`src/rtl/diff_engine_pkg.sv`:
```
// Shared definitions for the forward-difference engine: FSM encoding and the
// power-on seed table.
package diff_engine_pkg;

  typedef enum logic [2:0] {
    StIdle     = 3'd0,
    StArm      = 3'd1,
    StSync     = 3'd2,
    StSeed     = 3'd3,
    StCalc     = 3'd4,
    StWait     = 3'd5,
    StWaitSync = 3'd6,
    StDone     = 3'd7
  } state_e;

  // Default seeds for d[0..3]; higher indices reset to zero.
  function automatic int unsigned seed_default(input int unsigned k);
    case (k)
      0:       return 1;
      1:       return 5;
      2:       return 10;
      3:       return 6;
      default: return 0;
    endcase
  endfunction

endpackage

```
`src/rtl/diff_engine_sync.sv`:
```
// Low-then-high sequence detector: the caller says which phase it is in and
// gets back whether the input satisfies that phase this cycle.
module diff_engine_sync (
  input  logic sig,
  input  logic want_high,
  output logic hit
);

  assign hit = want_high ? sig : ~sig;

endmodule

```
`src/rtl/diff_engine.sv`:
```
// Forward-difference polynomial stepper: d[k] += d[k+1] each step, seeded from
// a writable seed table, stepped manually via nextn or free-running to a limit.
module diff_engine
  import diff_engine_pkg::*;
#(
  parameter int unsigned WIDTH = 10,
  parameter int unsigned ORDER = 3,
  parameter int unsigned CNT_W = 5
) (
  input  logic             clk,
  input  logic             rst,
  input  logic             start,
  input  logic             nextn,
  input  logic             mode,
  input  logic [CNT_W-1:0] limit,
  input  logic             load_en,
  input  logic [2:0]       load_idx,
  input  logic [WIDTH-1:0] load_data,
  output logic [WIDTH-1:0] outdata,
  output logic [CNT_W-1:0] n_count,
  output logic             valid,
  output logic             overflow,
  output logic             busy
);

  state_e           state_q, state_d;
  logic [WIDTH-1:0] d_q    [0:ORDER];
  logic [WIDTH-1:0] d_d    [0:ORDER];
  logic [WIDTH-1:0] seed_q [0:ORDER];
  logic [WIDTH-1:0] seed_d [0:ORDER];
  logic [CNT_W-1:0] cnt_q, cnt_d;
  logic             ovf_q, ovf_d;
  logic             valid_q;
  logic             start_hit, nextn_hit;
  logic [WIDTH:0]   sum;

  diff_engine_sync u_start_sync (
    .sig       (start),
    .want_high (state_q == StSync),
    .hit       (start_hit)
  );

  diff_engine_sync u_nextn_sync (
    .sig       (nextn),
    .want_high (state_q == StWaitSync),
    .hit       (nextn_hit)
  );

  always_comb begin
    state_d = state_q;
    d_d     = d_q;
    seed_d  = seed_q;
    cnt_d   = cnt_q;
    ovf_d   = ovf_q;
    sum     = '0;

    for (int k = 0; k <= ORDER; k++) begin
      if (load_en && load_idx == 3'(k)) seed_d[k] = load_data;
    end

    case (state_q)
      StIdle: begin
        for (int k = 0; k <= ORDER; k++) d_d[k] = '0;
        cnt_d   = '0;
        ovf_d   = 1'b0;
        state_d = StArm;
      end
      StArm:      if (start_hit) state_d = StSync;
      StSync:     if (start_hit) state_d = StSeed;
      StSeed: begin
        // Reads the pre-edge table, so a same-cycle load is not picked up.
        d_d     = seed_q;
        cnt_d   = '0;
        ovf_d   = 1'b0;
        state_d = StCalc;
      end
      StCalc: begin
        for (int k = 0; k < ORDER; k++) begin
          sum    = {1'b0, d_q[k]} + {1'b0, d_q[k+1]};
          d_d[k] = sum[WIDTH-1:0];
          if (sum[WIDTH]) ovf_d = 1'b1;
        end
        cnt_d = cnt_q + 1'b1;
        if (!mode)               state_d = StWait;
        else if (cnt_d == limit) state_d = StDone;
        else                     state_d = StCalc;
      end
      StWait:     if (nextn_hit) state_d = StWaitSync;
      StWaitSync: if (nextn_hit) state_d = StCalc;
      // start low here stands in for the ARM phase; SYNC then waits for high.
      StDone:     if (start_hit) state_d = StSync;
      default:    state_d = StIdle;
    endcase
  end

  always_ff @(posedge clk or negedge rst) begin
    if (!rst) begin
      state_q <= StIdle;
      cnt_q   <= '0;
      ovf_q   <= 1'b0;
      valid_q <= 1'b0;
      for (int k = 0; k <= ORDER; k++) begin
        d_q[k]    <= '0;
        seed_q[k] <= WIDTH'(seed_default(k));
      end
    end else begin
      state_q <= state_d;
      d_q     <= d_d;
      seed_q  <= seed_d;
      cnt_q   <= cnt_d;
      ovf_q   <= ovf_d;
      valid_q <= (state_q == StCalc);
    end
  end

  assign outdata  = d_q[0];
  assign n_count  = cnt_q;
  assign valid    = valid_q;
  assign overflow = ovf_q;
  assign busy     = !(state_q inside {StIdle, StArm, StSync});

endmodule
```
`config.mk`:
```
export PLATFORM = sky130hd
export DESIGN_NAME = diff_engine
export DESIGN_NICKNAME = d
export VERILOG_FILES = /design/src/rtl/diff_engine_pkg.sv /design/src/rtl/diff_engine_sync.sv /design/src/rtl/diff_engine.sv
export SDC_FILE = /design/constraint.sdc
export NUM_CORES = 1
export LEC_CHECK = 0
export BUFFER_PORTS_ARGS = -buffer_cell sky130_fd_sc_hd__buf_2
export CORE_ASPECT_RATIO = 1.25
export CORE_UTILIZATION = 55
export DETAILED_ROUTE_END_ITERATION = 8
export MAX_ROUTING_LAYER = met4
export PLACE_DENSITY = 0.82
export SKIP_LAST_GASP = 1
export SLEW_MARGIN = 30
export SYNTH_ARGS = -nofsm -noshare
export SYNTH_HDL_FRONTEND = slang
export SYNTH_SLANG_ARGS = --single-unit
```
`constraint.sdc`:
```
create_clock -name clk -period 2.78 [get_ports clk]
set_clock_uncertainty 0.05 [all_clocks]
set_input_delay 0.556 -clock clk [delete_from_list [all_inputs] [get_ports clk]]
set_output_delay 0.556 -clock clk [all_outputs]
set_load 0.005 [all_outputs]
```
After elaboration in Yosys (flattened, before gate mapping)
Index checks and enable logic that the tools add are counted.

Bits in registers: 90. Input bits: 24. Output and inout port bits: 18. Logic and storage cells: 65.

Add/subtract/negate cells: 4. Equal/unequal tests: 16. Muxes and demuxes: 16. Bitwise gates (word level): 2. Reduce and logical (&&, ||, !) cells: 15.

Operators by type and width (count): case mux 30 bit (3 select lines) (1); adder 10 x 10 -> 11 bit (3); case mux 3 bit (7 select lines) (1); case mux 10 bit (2 select lines) (1); 2-to-1 mux 3 bit (5); == test 3 x 2 -> 1 bit (second input constant) (4); == test 3 bit (second input constant) (4); case mux 5 bit (2 select lines) (1); == test 3 x 1 -> 1 bit (second input constant) (2); logical NOT 3 bit (2); != test 2 bit (second input constant) (3); nonzero test 3 bit (2); adder 5 x 1 -> 5 bit (second input constant) (1); == test 5 bit (1); 2-to-1 mux 1 bit (5); logical AND 1 bit (4); != test 4 bit (second input constant) (1); AND reduction 4 bit (1); nonzero test 2 bit (2); OR reduction 2 bit (2); 2-to-1 mux 2 bit (1); != test 2 x 1 -> 1 bit (second input constant) (1); NOT 1 bit (2); case mux 1 bit (2 select lines) (1); other kinds (2) (2).

Longest topological paths before layout
Depth in word-level cells: 5. Mapped depth: 10. Depth with buffers taken out: 9.

Hierarchy
From an unflattened synthesis, not the netlist that was laid out.

Cells, all modules: 561. Area, all modules: 5694.2 µm².

By module, submodules not included: diff_engine (instances 1, cells an instance 559, area each 5676.7 µm², sequential area each 2260.9 µm²); diff_engine_sync (instances 2, cells an instance 1, area each 8.8 µm², sequential area each 0.0 µm²).

Least setup slack after synthesis
No wires, ideal clock.

Kind: reg-to-reg. Start: reg state_q[2]. End: reg state_q[1]. Setup time: 149 ps. Data arrival time: 2134 ps. Data required time: 2581 ps. Setup slack: 447 ps. Cell stages (with the launch flop): 11. Buffers on the path: 3. Clock period less this slack: 2333 ps. Cell sequence: dfrtp_1 -> clkbuf_1 -> buf_2 -> clkbuf_1 -> nor2_1 -> ha_1 -> mux2_2 -> o311ai_4 -> o21ai_0 -> nand2_1 -> o311ai_0.

Longest elaborated chain between the ends: 4. Elaborated cells between the ends (all ways): 17. Classes of those cells: 11 x eq/ne; 3 x mux; 3 x reduce/logical.

RTL lines: start, declared (line diff_engine.sv:26) `state_e state_q, state_d;`; start signal, assigned (line diff_engine.sv:98) `state_q <= StIdle;`; start signal, assigned (line diff_engine.sv:107) `state_q <= state_d;`; == test 3 bit (tied with other cells) (line diff_engine.sv:45, diff_engine.sv:61); 2-to-1 mux 1 bit or OR reduction 2 bit (tied branches); != test 2 bit (no line) or != test 2 x 1 -> 1 bit (tied branches); AND reduction 4 bit (no line).

Parallel ways exist; a longest one is shown, timed or not. A chain may end at the register's enable or synchronous reset.

Final worst setup path
Start: reg d_q[20] (netlist name). End: reg ovf_q, in the netlist overflow.

Longest elaborated chain between the ends: 4. Elaborated cells between the ends (all ways): 7. Classes of those cells: 2 x add/sub; 1 x eq/ne; 3 x mux; 1 x reduce/logical.

RTL lines: start, declared (line diff_engine.sv:27) `logic [WIDTH-1:0] d_q [0:ORDER];`; start signal, assigned by index (line diff_engine.sv:103) `d_q[k] <= '0;`; start signal, assigned (line diff_engine.sv:108) `d_q <= d_d;`; adder 10 x 10 -> 11 bit (line diff_engine.sv:79) `sum = {1'b0, d_q[k]} + {1'b0, d_q[k+1]};`; 2-to-1 mux 1 bit (2 in series) (line diff_engine.sv:81) `if (sum[WIDTH]) ovf_d = 1'b1;`; case mux 1 bit (2 select lines) (line diff_engine.sv:61) `case (state_q)`; end signal, assigned (line diff_engine.sv:111) `ovf_q <= ovf_d;`; end, declared (line diff_engine.sv:32) `logic ovf_q, ovf_d;`.

Parallel ways exist; a longest one is shown, timed or not.

==> results.tsv <==
metric	value	unit
status	finished, final reports clean	
Setup crit start kind	flip-flop	
most common cell after layout, fill and taps aside	dfrtp_1	
via count	4696	
worst min path class	primary input to asynchronous set/reset pin	
num ports	42	
Most used DFF post-synth	dfrtp_1	
clk sinks	90	
Die H	115	um
fin util	64.2	%
synthesis-to-layout area growth	11.7	%
max_slew headroom	32.8	%
Least-Margin Pin Slew	1.00	ns
asr flop ratio synth	100	%
Post-DRT Antenna Nets	0	
CTS tree	yes	
cell count of the worst reg-to-reg path	8	
layout cell share with drive strength beyond 1	22.2	%
crit share post-route	84.6	%
DRC viols	0	
worst vdd ir	0.463	mV
EDFF count, synth	0	
port bufs	41	
Root Buffer	clkbuf_16	
initial core utilization	57.5	%
sequential area share after synthesis	40.3	%
Nets	654	
vias in the first global route	4555	
full die area	10600	um2
Post-Syn Area	5610	um2
DIE WIDTH	92.3	um
WL final	13700	um
GRT Util Overall	27.8	%
clock period minus worst slack	2.35	ns
Max Cap Viol	0	
setup TNS	0	ns
Post-CTS Setup Bufs	0	
Syn Nets	629	
max-slew violation count	0	
most frequent cells in the layout	dfrtp_1 (82), nand2_1 (61), mux2_2 (43), buf_2 (40)	
Clock H-tree levels	3	
Max Freq	0.425	GHz
CTS buffer count	9	
crit-path max FO	4	
Worst-Skew Late Latency	0.34	ns
Avg WL per Cell	18.9	um
reg2reg end	overflow	
CP endpoint kind	flip-flop	
register bit total from synthesis	90	
Critical Path AT	2.54	ns
Clock transition at path regs	0.07	ns
crit path from	d_q[20]	
post-synthesis cell count	569	
Post-CTS Resized	0	
DRT iter0 DRCs	331	
RSZ-0062 raised after global routing	false	
Syn. warnings	0	
row count	40	
Overflow after GRT	0	
r2r startpoint	d_q[20]	
CORE AREA	9760	um2
Distinct cells, synth	60	
Detailed Place HPWL	9600	um
GPL Wtd Cong	0.842	
leakage	0.00276	uW
via-per-instance ratio	6.48	
Power per Cell Area	1260	nW/um2
final hold viol count	0	
maximum clock insertion buffer count	2	
synthesized area per cell	9.86	um2
filler instances	765	
worst path required time	2.97	ns
flop-to-flop setup slack	0.43	ns
global-route wire length before repair	22400	um
initial antenna violation count	0	
Setup CP Type	flip-flop to flip-flop	
largest net degree at the start of global routing	44	
antenna diode count	0	
Final Setup Violations	0	
Hold-fix buffers, CTS	0	
drt pass-1 iters	5	
==> state kept, by name, summed over array words and instances, names as in the netlist <==
| register | cells |
|---|---|
| valid | 1 |
| n_count | 5 |
| overflow | 1 |
| seed_q | 40 |
| d_q | 30 |
| state_q | 3 |
| outdata | 10 |
==> synthesized netlist by cell type (13+ instances only) <==
| cell | n | area, um2 |
|---|---|---|
| ha_1 | 33 | 413 |
| o21a_1 | 15 | 113 |
| a31oi_1 | 15 | 93.8 |
| mux2_2 | 43 | 484 |
| inv_1 | 22 | 82.6 |
| xor2_1 | 13 | 114 |
| clkbuf_1 | 19 | 71.3 |
| o21ai_0 | 29 | 145 |
| nor2_1 | 18 | 67.6 |
| nand2_1 | 61 | 229 |
| dfrtp_1 | 83 | 2080 |
| a21oi_1 | 33 | 165 |
| nor2b_1 | 16 | 100 |
| a22o_1 | 14 | 123 |
==> where the power goes <==
group	switching (uW)	total (uW)	internal (uW)
logic	2390	4210	1830
clock network	527	1430	906
registers	443	2240	1800
==> final cells by class <==
class                      instances  area (um2)  share of cell area (%)
sequential                        90        2260                    36.1
clock buffer                      10         239                    3.81
inverter                          23        86.3                    1.38
clock inverter                     6         113                    1.80
multi-input combinational        414        3080                    49.1
tap                              126         158                    2.51
timing repair buffer              56         333                    5.31
==> through the flow <==
step	std cells	hold slack, ns	setup slack, ns	power, uW	instance area (um2)
floorplan	569	0.210	0.447	5390	5610
global placement	709	0.437	0.619	6110	5920
detailed placement	709	0.446	0.560	6360	5920
CTS	725	0.168	0.475	7820	6270
global route	725	0.203	0.363	8440	6270
finish	725	0.147	0.427	7890	6270
==> worst max-delay path by stage <==
stage | slack (ns) | to | depth (start not counted)
3_5_place_dp | 0.56 | overflow | 8
3_3_place_gp | 0.62 | overflow | 8
6_report | 0.43 | overflow | 8
5_1_grt | 0.36 | overflow | 8
4_1_cts | 0.47 | overflow | 8
2_1_floorplan | 0.45 | state_q[1] | 10
==> cells by family (layout without fill, tap and decap cells) <==
group                    count (synthesis)  in the layout  synth area share [%]
flip-flops                              90             90                  40.3
multiplexers                            45             45                  8.99
buffers and inverters                   65             95                  5.24
AO/OA/AOI/OAI                          176            176                  21.7
adder cells (fa/ha/maj)                 36             36                  8.43
XOR/XNOR                                19             19                  2.97
AND/OR/NAND/NOR                        138            138                  12.4
==> layer usage <==
layer / track usage [%] / routed length, um / up-vias
met4: 12.3 / 394 / 0
met5: - / 0 / -
met3: 4.89 / 829 / 35
met2: 44.5 / 6710 / 201
met1: 34.7 / 5790 / 2311
li1: - / - / 2149
==> critical path, cell delays in order (launching register included) <==
cell	delay (ns)
dfrtp_1	0.42
ha_1	0.22
inv_1	0.07
fa_1	0.23
nor2b_1	0.08
o31a_1	0.29
o32ai_1	0.53
o22ai_1	0.18
o21a_1	0.18
Power figures use the tool's default switching activity.
